`config.mk`:
```
export PLATFORM = sky130hd
export DESIGN_NAME = ram_mutex_client
export DESIGN_NICKNAME = d
export VERILOG_FILES = /design/src/rtl/ram_mutex_client.sv
export SDC_FILE = /design/constraint.sdc
export NUM_CORES = 1
export LEC_CHECK = 0
export CORE_MARGIN = 3
export CORE_UTILIZATION = 55
export DETAILED_ROUTE_END_ITERATION = 16
export PLACE_DENSITY = 0.92
export SYNTH_ARGS = -nofsm -noshare
export SYNTH_HDL_FRONTEND = slang
export SYNTH_SLANG_ARGS = --single-unit
```
`constraint.sdc`:
```
create_clock -name CLK -period 3.5 [get_ports CLK]
set_clock_uncertainty 0.1 [all_clocks]
set_input_delay 0.7 -clock CLK [delete_from_list [all_inputs] [get_ports CLK]]
set_output_delay 0.7 -clock CLK [all_outputs]
set_load 0.1 [all_outputs]
```
`src/rtl/ram_mutex_client.sv`:
```
// ram_mutex_client: per-node master for the shared RAM mutex.
// Queues node commands in a FIFO, acquires the mutex with a prioritised
// start word, then issues one command per two-cycle slot and releases the
// lock with the stop word. Read data from the mutex is returned to the node.
//
// Command handshake: a command is accepted on any rising edge where
// cmd_valid && cmd_ready. cmd_ready depends only on the FIFO fill level,
// never on cmd_valid. cmd_op and cmd_arg must be stable while cmd_valid is high.
module ram_mutex_client #(
    parameter int NODE_ID    = 0,
    parameter int FIFO_DEPTH = 4,
    parameter int BURST_MAX  = 8
) (
    input  logic        CLK,
    input  logic        RST,
    input  logic        cmd_valid,
    output logic        cmd_ready,
    input  logic [1:0]  cmd_op,
    input  logic [7:0]  cmd_arg,
    input  logic [3:0]  prio,
    input  logic [15:0] in_node,
    output logic [15:0] out_op,
    output logic        rsp_valid,
    output logic [7:0]  rsp_data,
    output logic        busy,
    output logic [2:0]  fsm_state
);

    localparam int AW = (FIFO_DEPTH > 1) ? $clog2(FIFO_DEPTH) : 1;
    localparam int CW = AW + 1;
    localparam logic [7:0]  GRANT_CODE = (NODE_ID == 0) ? 8'h01 : 8'h02;
    localparam logic [7:0]  BURST_LIM  = 8'(BURST_MAX);
    localparam logic [15:0] IDLE_W     = 16'h0000;
    localparam logic [15:0] NOP_W      = 16'hFC00;
    localparam logic [15:0] STOP_W     = 16'hFCFF;

    typedef enum logic [2:0] {
        S_IDLE = 3'd0,
        S_REQ  = 3'd1,
        S_OP   = 3'd2,
        S_GAP  = 3'd3,
        S_REL  = 3'd4
    } state_t;

    state_t          state, state_nxt;
    logic [15:0]     out_nxt;
    logic [3:0]      prio_q;
    logic [3:0]      prio_eff;
    logic [7:0]      burst_cnt;
    logic            is_read;

    // FIFO storage: each entry is {op, arg}
    logic [9:0]      fifo_mem [FIFO_DEPTH];
    logic [AW-1:0]   rd_ptr, wr_ptr;
    logic [CW-1:0]   count;
    logic            push, pop;
    logic [9:0]      head;
    logic [15:0]     head_word;

    assign cmd_ready = (count != CW'(FIFO_DEPTH));
    assign push      = cmd_valid && cmd_ready;
    assign pop       = (state == S_OP);
    assign head      = fifo_mem[rd_ptr];
    assign head_word = {2'b00, head[9:8], 4'b1100, head[7:0]};
    assign prio_eff  = (prio == 4'd0) ? 4'd1 : prio;
    assign busy      = (state != S_IDLE);
    assign fsm_state = state;

    // FIFO data array; contents need no reset because count gates every read
    always_ff @(posedge CLK) begin
        if (push) begin
            fifo_mem[wr_ptr] <= {cmd_op, cmd_arg};
        end
    end

    // FIFO pointers and fill level; a simultaneous push and pop cancel out
    always_ff @(posedge CLK or posedge RST) begin
        if (RST) begin
            rd_ptr <= '0;
            wr_ptr <= '0;
            count  <= '0;
        end else begin
            if (push) wr_ptr <= wr_ptr + AW'(1);
            if (pop)  rd_ptr <= rd_ptr + AW'(1);
            case ({push, pop})
                2'b10:   count <= count + CW'(1);
                2'b01:   count <= count - CW'(1);
                default: count <= count;
            endcase
        end
    end

    // Next state and the op word to present next cycle (out_op is registered)
    always_comb begin
        state_nxt = state;
        out_nxt   = IDLE_W;
        case (state)
            S_IDLE: begin
                if (count != '0) begin
                    state_nxt = S_REQ;
                    out_nxt   = {12'hFC0, prio_eff};
                end
            end
            S_REQ: begin
                if (in_node[15:8] == GRANT_CODE) begin
                    state_nxt = S_OP;
                    out_nxt   = head_word;
                end else begin
                    out_nxt   = {12'hFC0, prio_q};
                end
            end
            S_OP: begin
                state_nxt = S_GAP;
                out_nxt   = NOP_W;
            end
            S_GAP: begin
                if ((count != '0) && (burst_cnt < BURST_LIM)) begin
                    state_nxt = S_OP;
                    out_nxt   = head_word;
                end else begin
                    state_nxt = S_REL;
                    out_nxt   = STOP_W;
                end
            end
            S_REL: begin
                state_nxt = S_IDLE;
                out_nxt   = IDLE_W;
            end
            default: begin
                state_nxt = S_IDLE;
                out_nxt   = IDLE_W;
            end
        endcase
    end

    // State, op word, session bookkeeping and read response registers
    always_ff @(posedge CLK or posedge RST) begin
        if (RST) begin
            state     <= S_IDLE;
            out_op    <= IDLE_W;
            prio_q    <= 4'd1;
            burst_cnt <= 8'd0;
            is_read   <= 1'b0;
            rsp_valid <= 1'b0;
            rsp_data  <= 8'h00;
        end else begin
            state     <= state_nxt;
            out_op    <= out_nxt;
            rsp_valid <= 1'b0;
            case (state)
                S_IDLE: begin
                    burst_cnt <= 8'd0;
                    if (state_nxt == S_REQ) prio_q <= prio_eff;
                end
                S_OP: begin
                    if (burst_cnt != 8'hFF) burst_cnt <= burst_cnt + 8'd1;
                    is_read <= (head[9:8] == 2'b00);
                end
                S_GAP: begin
                    if (is_read) begin
                        rsp_data  <= in_node[7:0];
                        rsp_valid <= 1'b1;
                    end
                end
                default: begin
                end
            endcase
        end
    end

endmodule

```
=== Word level (Yosys, flattened, before mapping) ===
Memory sizes are Yosys's and may differ from the RTL's.
Cells that the tools add are included.

* Bits in registers: 48
* Bits in latches: 0
* Memory bits (writable): 40
* Bits in read-only memories: 0
* Input port bits: 33
* Output and inout bits: 30
* Word-level logic and storage cells: 55
* Memories: 1

* $add $sub $neg: 5
* Multipliers: 0
* Div/mod/pow operators: 0
* Magnitude comparators: 1
* Equal/unequal tests: 10
* Shift operators: 0
* Mux-type cells: 16
* Bitwise operators: 0
* Reductions and logical operators: 12

{| class="wikitable"
|+ Memory list
! memory !! depth !! width !! read ports !! clocked after Yosys merged registers in !! wr ports !! RTL line !! text
|-
| fifo_mem || 4 || 10 || 1 || 0 || 1 || 53 || <nowiki>logic [9:0] fifo_mem [FIFO_DEPTH];</nowiki>
|}

{| class="wikitable"
|+ Operator list
! cell !! count
|-
| one-hot mux 16 bit (4 select lines) || 1
|-
| two-way mux 16 bit || 3
|-
| one-hot mux 8 bit (2 select lines) || 1
|-
| one-hot mux 3 bit (4 select lines) || 1
|-
| two-way mux 3 bit || 3
|-
| adder 8 x 1 -> 8 bit, second input constant || 1
|-
| equality test 8 x 1 -> 1 bit, second input constant || 1
|-
| < comparator 8 x 4 -> 1 bit, second input constant || 1
|-
| two-way mux 8 bit || 1
|-
| != test 8 bit, second input constant || 1
|-
| equality test 3 x 1 -> 1 bit, second input constant || 2
|-
| equality test 3 x 2 -> 1 bit, second input constant || 2
|-
| one-hot mux 3 bit (2 select lines) || 1
|-
| AND reduction 2 bit || 3
|-
| nonzero test 3 bit || 2
|-
| adder 2 x 1 -> 2 bit, second input constant || 2
|-
| logical NOT 4 bit || 1
|-
| two-way mux 1 bit || 4
|-
| two-way mux 4 bit || 1
|-
| nonzero test 2 bit || 2
|-
| adder 3 x 1 -> 3 bit, second input constant || 1
|-
| logical NOT 3 bit || 1
|-
| != test 3 bit, second input constant || 1
|-
| subtractor 3 x 1 -> 3 bit, second input constant || 1
|-
| 5 further kinds || 6
|}

=== Longest topological paths before layout ===
Gate-level depths: netlist of the first run.

* Depth after elaboration: 6
* Mapped depth: 10

=== Least setup slack after synthesis of the first run ===
Ideal clock, no wire load.

* Path type: reg2reg
* Start point: register count[0]
* End point: register count[2]
* Setup time: 79 ps
* Data arrival time: 2833 ps
* Required time: 3321 ps
* Setup slack: 487 ps
* Stages on the path, launching flop included: 11
* Period minus slack after synthesis: 3013 ps
* Cell sequence: dfrtp_1 > inv_1 > nand3_1 > and2_1 > inv_1 > ha_1 > inv_1 > fa_1 > xor2_1 > nor2_1 > xor2_1

* Word-level cells in the longest chain between the ends: 4
* Elaborated cells between the ends (all ways): 8
* Classes of those cells: 2 x add/sub; 3 x eq/ne; 1 x mux; 2 x reduce/logical

{| class="wikitable"
|+ RTL lines
! element !! RTL line !! text
|-
| from (decl) || 55 || <nowiki>logic [CW-1:0] count;</nowiki>
|-
| from (signal assigned) || 86 || <nowiki>2'b10: count <= count + CW'(1);</nowiki>
|-
| from (signal assigned) || 87 || <nowiki>2'b01: count <= count - CW'(1);</nowiki>
|-
| from (signal assigned) || 88 || <nowiki>default: count <= count;</nowiki>
|-
| != test 3 bit * || 60 || <nowiki>assign cmd_ready = (count != CW'(FIFO_DEPTH));</nowiki>
|-
| net cmd_ready || 17 || <nowiki>output logic cmd_ready,</nowiki>
|-
| logical AND 1 bit * || 61 || <nowiki>assign push = cmd_valid && cmd_ready;</nowiki>
|-
| equality test 2 x 1 -> 1 bit / equality test 2 bit (equally long branches) || 85 || <nowiki>case ({push, pop})</nowiki>
|-
| one-hot mux 3 bit (2 select lines) / nonzero test 2 bit (equally long branches) || n/a ||
|}

Mark *: on every way through the listed nets, which the timed path passes. The rest lies on a longest branch.
A chain may end at the register's enable or synchronous reset.

=== Final worst setup path of the first run ===
* Start point: register rsp_data[3]
* End point: output rsp_data[3]

{| class="wikitable"
|+ RTL lines
! element !! RTL line !! text
|-
| from (decl) || 24 || <nowiki>output logic [7:0] rsp_data,</nowiki>
|-
| from (signal assigned) || 161 || <nowiki>rsp_data <= in_node[7:0];</nowiki>
|}

No word-level cell between the ends.

==> flow_metrics.env, run 1 <==
export IMPL_fin_nets=340
export IMPL_synth_area_per_cell_um2=14.98
export IMPL_postCtsHoldBufs=0
export IMPL_synth_flop_cell="dfrtp_1"
export IMPL_final_fill_count=389
export IMPL_via_per_inst=5.760
export IMPL_worstPathMaxFanout=2
export IMPL_wirelength_mm=6.858
export IMPL_tns_ps=0
export IMPL_wire_per_inst_um=18.09
export IMPL_path_buf_inv=1
export IMPL_grt_pass1_vias=2207
export IMPL_finalHoldViolCount=0
export IMPL_arrival_ps=1840
export IMPL_p_per_area_nw_per_um2=987.7
export IMPL_ys_ff_latch=84
export IMPL_min_period_ps=2636
export IMPL_crit_start="rsp_data[3]"
export IMPL_io_buffers=60
export IMPL_synth_top_cell_by_area="edfxtp_1"
export IMPL_hpwl_mm=4.884
export IMPL_rsz0062_at_grt="false"
export IMPL_r2r_end="count[2]"
export IMPL_cp_depth=1
export IMPL_postCtsSetupRepairBufs=0
export IMPL_min_delay_path_class="reg2reg"
export IMPL_tightestPinTransition_ps=985.0
export IMPL_vias=2183
export IMPL_grt_use_total_pct=19.81
export IMPL_crit_chain="clkdlybuf4s50_1"
export IMPL_synth_top_area_share_pct=33.84
export IMPL_yosysSeqAreaShare_pct=64.89
export IMPL_drcViolationCount=0
export IMPL_required_ps=2700
export IMPL_regToRegSetupSlack_ps=950
export IMPL_placement_rows=28
export IMPL_async_reset_ff_share_pct=52.38
export IMPL_grt_max_degree=26
export IMPL_n_antenna_cell=0
export IMPL_htreeDepth=3
export IMPL_synth_warnings=0
export IMPL_end_kind="primary output"
export IMPL_design_die_area_um2=7454
export IMPL_die_x_um=86.34
export IMPL_start_util_pct=58.23
export IMPL_grtUsageMet2_pct=33.24
export IMPL_yosysUniqueCellTypes=51
export IMPL_grt_ovfl_total=0
export IMPL_fin_util_pct=71.67
export IMPL_grt_use_met3_pct=5.703
export IMPL_clockBufferDepth=2
export IMPL_cts_tree="built"
export IMPL_gr_usage_met1_pct=24.21
export IMPL_fp_coreArea_um2=6096
export IMPL_reg2reg_depth=8
export IMPL_syn_cell_area_um2=3550
export IMPL_r2r_start="fsm_state[1]"
export IMPL_maxSlewHeadroom_pct=34.13
export IMPL_syn2layout_area_growth_pct=23.09
export IMPL_clk_pin_slew_ps=80
export IMPL_p_leak_uw=0.001753
export IMPL_final_layout_size_suffix_gt1_share_pct=21.71
export IMPL_peakVddDrop_uv=810.3
export IMPL_cts_sinks=84
export IMPL_grt_first_pass_wirelength_mm=11.05
export IMPL_synthCells=237
export IMPL_clock_latency_ps=350
export IMPL_drv_cap=0
export IMPL_path_delay_family="buffers and inverters"
export IMPL_final_setup_viol_count=0
export IMPL_ctsRootBufferMaster="clkbuf_8"
export IMPL_die_h_um=86.34
export IMPL_cts_buffers_inserted=9
export IMPL_synth_area_top_cells="edfxtp_1 34%, dfrtp_1 30%, mux4_2 6.3%"
export IMPL_slowest_stage="clkdlybuf4s50_1"
export IMPL_drv_slew=0
export IMPL_cts_resized=0
export IMPL_status="finished clean"
export IMPL_initialDrtViolationCount=89
export IMPL_dr_pass1_iters=4
export IMPL_antenna_found_initial=0
export IMPL_synth_edf_count=40
export IMPL_start_kind="flip-flop"
export IMPL_fin_crit_sh_pct=75.32
export IMPL_max_stage_delay_ps=1130
export IMPL_path_class="reg2out"
export IMPL_gpl_final_weighted_congestion=0.8387
export IMPL_num_io_pins=63
export IMPL_cp_endpoint="rsp_data[3]"
export IMPL_timing_fmax_mhz=379.3
export IMPL_route_antenna_remaining_nets=0
export IMPL_top_usage_layer="met2"
[sequential cells by signal, summed over array words and instances, names as in the netlist]
| signal | cells |
|---|---|
| wr_ptr | 2 |
| rsp_valid | 1 |
| is_read | 1 |
| fifo_mem | 40 |
| rd_ptr | 2 |
| out_op | 12 |
| rsp_data | 8 |
| fsm_state | 3 |
| count | 3 |
| prio_q | 4 |
| burst_cnt | 8 |
[logic make-up (layout without fill, tap and decap cells)]
group | count (synthesis) | in the layout | synth area share [%]
AOI/OAI and AO/OA | 32 | 32 | 6.803
and+or+nand+nor | 52 | 52 | 8.918
muxes | 25 | 25 | 11.00
buffers and inverters | 30 | 96 | 4.124
xor gates and xnor gates | 6 | 6 | 1.480
other | 1 | 2 | 0.1056
DFF | 84 | 84 | 64.89
adders and majority gates | 7 | 7 | 2.679
[worst min-delay path by stage]
| stage | from | slack [ps] | endpoint | cells past startpoint |
|---|---|---|---|---|
| finish | prio_q[0] | 390 | prio_q[0] | 2 |
| global route | rsp_data[2] | 410 | rsp_data[2] | 1 |
| CTS | prio_q[0] | 390 | prio_q[0] | 2 |
| detailed placement | is_read | 380 | is_read | 2 |
| global placement | prio_q[0] | 370 | prio_q[0] | 2 |
| floorplan | is_read | 350 | is_read | 2 |
[worst reg2reg max path, delay by kind of cell, from the launching register on]
kind | cells | cell delay, ps
simple gates | 2 | 680
flops | 1 | 580
fa+ha+maj | 2 | 560
xor+xnor | 2 | 310
buf+inv | 2 | 230
[synth_stat cells (all sizes together) (2+ instances only)]
cell type / n
or3: 2
ha: 6
xor2: 2
nand2b: 2
a21oi: 6
buf: 9
nor3: 6
o21ai: 13
nor2: 9
o211ai: 2
edfxtp: 40
o31ai: 2
and3: 5
mux2i: 3
mux2: 12
nand2: 12
inv: 20
and2: 2
nor4: 2
dfrtp: 43
nand4: 2
a221oi: 3
mux4: 10
nand3: 4
xnor2: 4
[area by class of cell]
| cell class | count | area, um^2 | area share (%) |
|---|---|---|---|
| Inverter | 20 | 82.58 | 1.890 |
| Multi-Input combinational cell | 124 | 1104 | 25.26 |
| Tap cell | 75 | 93.84 | 2.148 |
| Clock buffer | 9 | 123.9 | 2.835 |
| Clock inverter | 6 | 88.84 | 2.033 |
| Sequential cell | 84 | 2303 | 52.72 |
| Timing Repair Buffer | 61 | 573.1 | 13.12 |
[through the flow]
stage               hold slack, ps  cells  total power (uW)  cell area (um^2)  worst slack, ps
CTS                          390.5    379              4343              4369            836.6
floorplan                    348.4    238              3139              3553            487.4
detailed placement           375.2    364              3600              4156            829.0
finish                       390.4    379              4315              4369            863.7
global placement             366.9    364              3541              4156            947.0
global route                 413.0    379              4523              4369            795.4
[power breakdown]
group          internal (uW)  total, uW  switching, uW
registers               1330       1550            219
clock network            398        735            337
logic                    608       2030           1420
total                   2340       4320           1980
[cell usage in the layout (no fill, tap or decap), types with 2 or more instances in the layout]
cell type         n
clkdlybuf4s50_1  46
dfrtp_1          43
edfxtp_1         40
inv_1            16
buf_4            15
mux2_2           12
nand2_1          11
mux4_2           10
clkbuf_8          9
nor2_1            8
o21ai_1           7
a21oi_1           6
o21ai_0           6
ha_1              6
and3_1            5
nor3_1            5
nand3_1           4
xnor2_1           4
mux2i_1           3
a221oi_2          3
nand4_1           2
inv_6             2
nand2b_1          2
and2_1            2
o211ai_1          2
o31ai_1           2
xor2_1            2
conb_1            2
bufinv_16         2
clkinvlp_4        2
[layer usage]
layer  share of wire (%)  up-vias
met5                   0        -
met4                 1.9        0
met3                 6.4       14
met2                  51       86
met1                  40     1094
li1                    -      989
No activity file was read; power rests on OpenSTA's default activity.
==> inputs of run 2 (changes only) <==
--- a/config.mk
+++ b/config.mk
@@ -6,9 +6,9 @@
 export NUM_CORES = 1
 export LEC_CHECK = 0
 export CORE_MARGIN = 3
-export CORE_UTILIZATION = 55
+export CORE_UTILIZATION = 47
 export DETAILED_ROUTE_END_ITERATION = 16
-export PLACE_DENSITY = 0.92
+export PLACE_DENSITY = 0.84
 export SYNTH_ARGS = -nofsm -noshare
 export SYNTH_HDL_FRONTEND = slang
 export SYNTH_SLANG_ARGS = --single-unit
==> constraint.sdc (replaced) <==
create_clock -name CLK -period 2.4 [get_ports CLK]
set_clock_uncertainty 0.1 [all_clocks]
set_input_delay 0.48 -clock CLK [delete_from_list [all_inputs] [get_ports CLK]]
set_output_delay 0.48 -clock CLK [all_outputs]
set_load 0.1 [all_outputs]
==> flow_metrics.env, run 2 (synthesis gave the netlist of run 1 again) <==
export IMPL_rsz0062_at_grt="false"
export IMPL_fin_util_pct=61.81
export IMPL_route_antenna_remaining_nets=0
export IMPL_cts_resized=0
export IMPL_required_ps=1820
export IMPL_drv_slew=0
export IMPL_drv_cap=0
export IMPL_n_antenna_cell=0
export IMPL_mostFrequentLayoutCells="42 x buf_4, 40 x dfrtp_1, 40 x edfxtp_1"
export IMPL_worstPathMaxFanout=10
export IMPL_grt_pass1_vias=2270
export IMPL_wirelength_mm=6.749
export IMPL_dpl_instance_area_um2=4310
export IMPL_clock_latency_ps=350
export IMPL_fin_crit_sh_pct=94.18
export IMPL_postCtsHoldBufs=0
export IMPL_tightestPinTransition_ps=556.7
export IMPL_ctsRootBufferMaster="clkbuf_8"
export IMPL_multiInputGateArea_um2=1137
export IMPL_p_leak_uw=0.001832
export IMPL_final_fill_count=559
export IMPL_regArea_um2=2315
export IMPL_largest_reg_flops=40
export IMPL_fin_nets=354
export IMPL_grt_max_degree=45
export IMPL_grt_first_pass_wirelength_mm=11.22
export IMPL_status="finished clean"
export IMPL_maxSlewHeadroom_pct=62.89
export IMPL_layout_commonest_cell="buf_4"
export IMPL_top_register="fifo_mem"
export IMPL_dp_cells=402
export IMPL_design_die_area_um2=8631
export IMPL_cts_sinks=84
export IMPL_cts_buffers_inserted=9
export IMPL_final_setup_viol_count=0
export IMPL_htreeDepth=3
export IMPL_timing_fmax_mhz=442.4
export IMPL_min_path_cells=2
export IMPL_fp_coreArea_um2=7292
export IMPL_min_delay_path_class="reg2reg"
export IMPL_postCtsSetupRepairBufs=0
export IMPL_grt_ovfl_total=0
export IMPL_num_io_pins=63
export IMPL_clockBufferDepth=2
export IMPL_finalHoldViolCount=0
export IMPL_regToRegSetupSlack_ps=180
export IMPL_end_kind="primary output"
export IMPL_hold_end="prio_q[0]"
export IMPL_design_area_um2=4507
export IMPL_grt_use_total_pct=17.29
export IMPL_final_layout_size_suffix_gt1_share_pct=31.03
export IMPL_io_buffers=60
export IMPL_reg2reg_depth=8
export IMPL_initialDrtViolationCount=112
export IMPL_dr_pass1_iters=4
export IMPL_p_per_area_nw_per_um2=1398
export IMPL_reg_top3="fifo_mem: 40 flops, out_op: 12 flops"
export IMPL_start_util_pct=48.68
export IMPL_antenna_found_initial=0
export IMPL_r2r_start="fsm_state[1]"
export IMPL_peakVddDrop_uv=532.2
export IMPL_vias=2181
export IMPL_clk_pin_slew_ps=80
export IMPL_start_kind="flip-flop"
export IMPL_gpl_final_weighted_congestion=0.8284
export IMPL_die_h_um=92.91
export IMPL_cts_tree="built"
export IMPL_hold_start="prio_q[0]"
export IMPL_die_x_um=92.91
export IMPL_arrival_ps=1680
export IMPL_placement_rows=31
export IMPL_fin_cells=418
export IMPL_path_class="reg2out"
export IMPL_wire_per_inst_um=16.15
export IMPL_drcViolationCount=0
export IMPL_syn2layout_area_growth_pct=26.97
export IMPL_min_period_ps=2260
export IMPL_crit_start="fsm_state[2]"
export IMPL_r2r_end="count[2]"
export IMPL_via_per_inst=5.218
export IMPL_hpwl_mm=4.706
==> run 2: cell count changes in the layout (fill, tap and decap cells not counted), sizes merged <==
| cell | previous run | this run |
|---|---|---|
| clkinvlp | 3 | 2 |
| buf | 15 | 43 |
| bufinv | 2 | 1 |
| clkdlybuf4s50 | 46 | 32 |
| clkinv | 1 | 4 |
==> run 2: worst max path at each step <==
stage | to | depth (start not counted)
after detailed placement | count[2] | 9
after global placement | count[2] | 9
after CTS | busy | 4
after floorplan | count[2] | 10
after global routing | busy | 4
final | busy | 4
==> run 2: layout make-up <==
cell class                 instances  share of cell area [%]
tap                               99                   2.748
multi-input combinational        124                   25.24
timing repair buffer              75                   14.55
clock buffer                       9                   2.748
sequential                        84                   51.36
clock inverter                     7                   1.471
inverter                          20                   1.888
==> run 2: power by group <==
part	internal, uW	switching [uW]
Sequential	1950	255
Clock	475	475
Combinational	974	2170
==> run 2: per-layer routing <==
layer / global-route usage [%] / vias to the layer above / wire, um
li1: - / 1023 / -
met1: 21.39 / 1086 / 2897
met2: 28.79 / 67 / 3377
met3: 5.605 / 5 / 408
met4: 5.617 / 0 / 65
met5: 0 / - / 0
==> run 2: worst max-delay path, stage by stage (launching register included) <==
cell	delay (ps)
dfrtp_4	480
buf_4	190
nor3_4	280
inv_2	180
buf_12	200
==> run 2: stage by stage <==
stage          power, uW  setup slack, ps  setup TNS, ps  hold WS, ps
2_1_floorplan       4640           -36.02         -36.02        348.4
3_5_place_dp        5382            53.89              0        373.9
4_1_cts             6353            18.24              0        388.9
5_1_grt             6627            40.47              0        417.1
6_report            6299            139.7              0        384.0
3_3_place_gp        5309            138.8              0        365.8
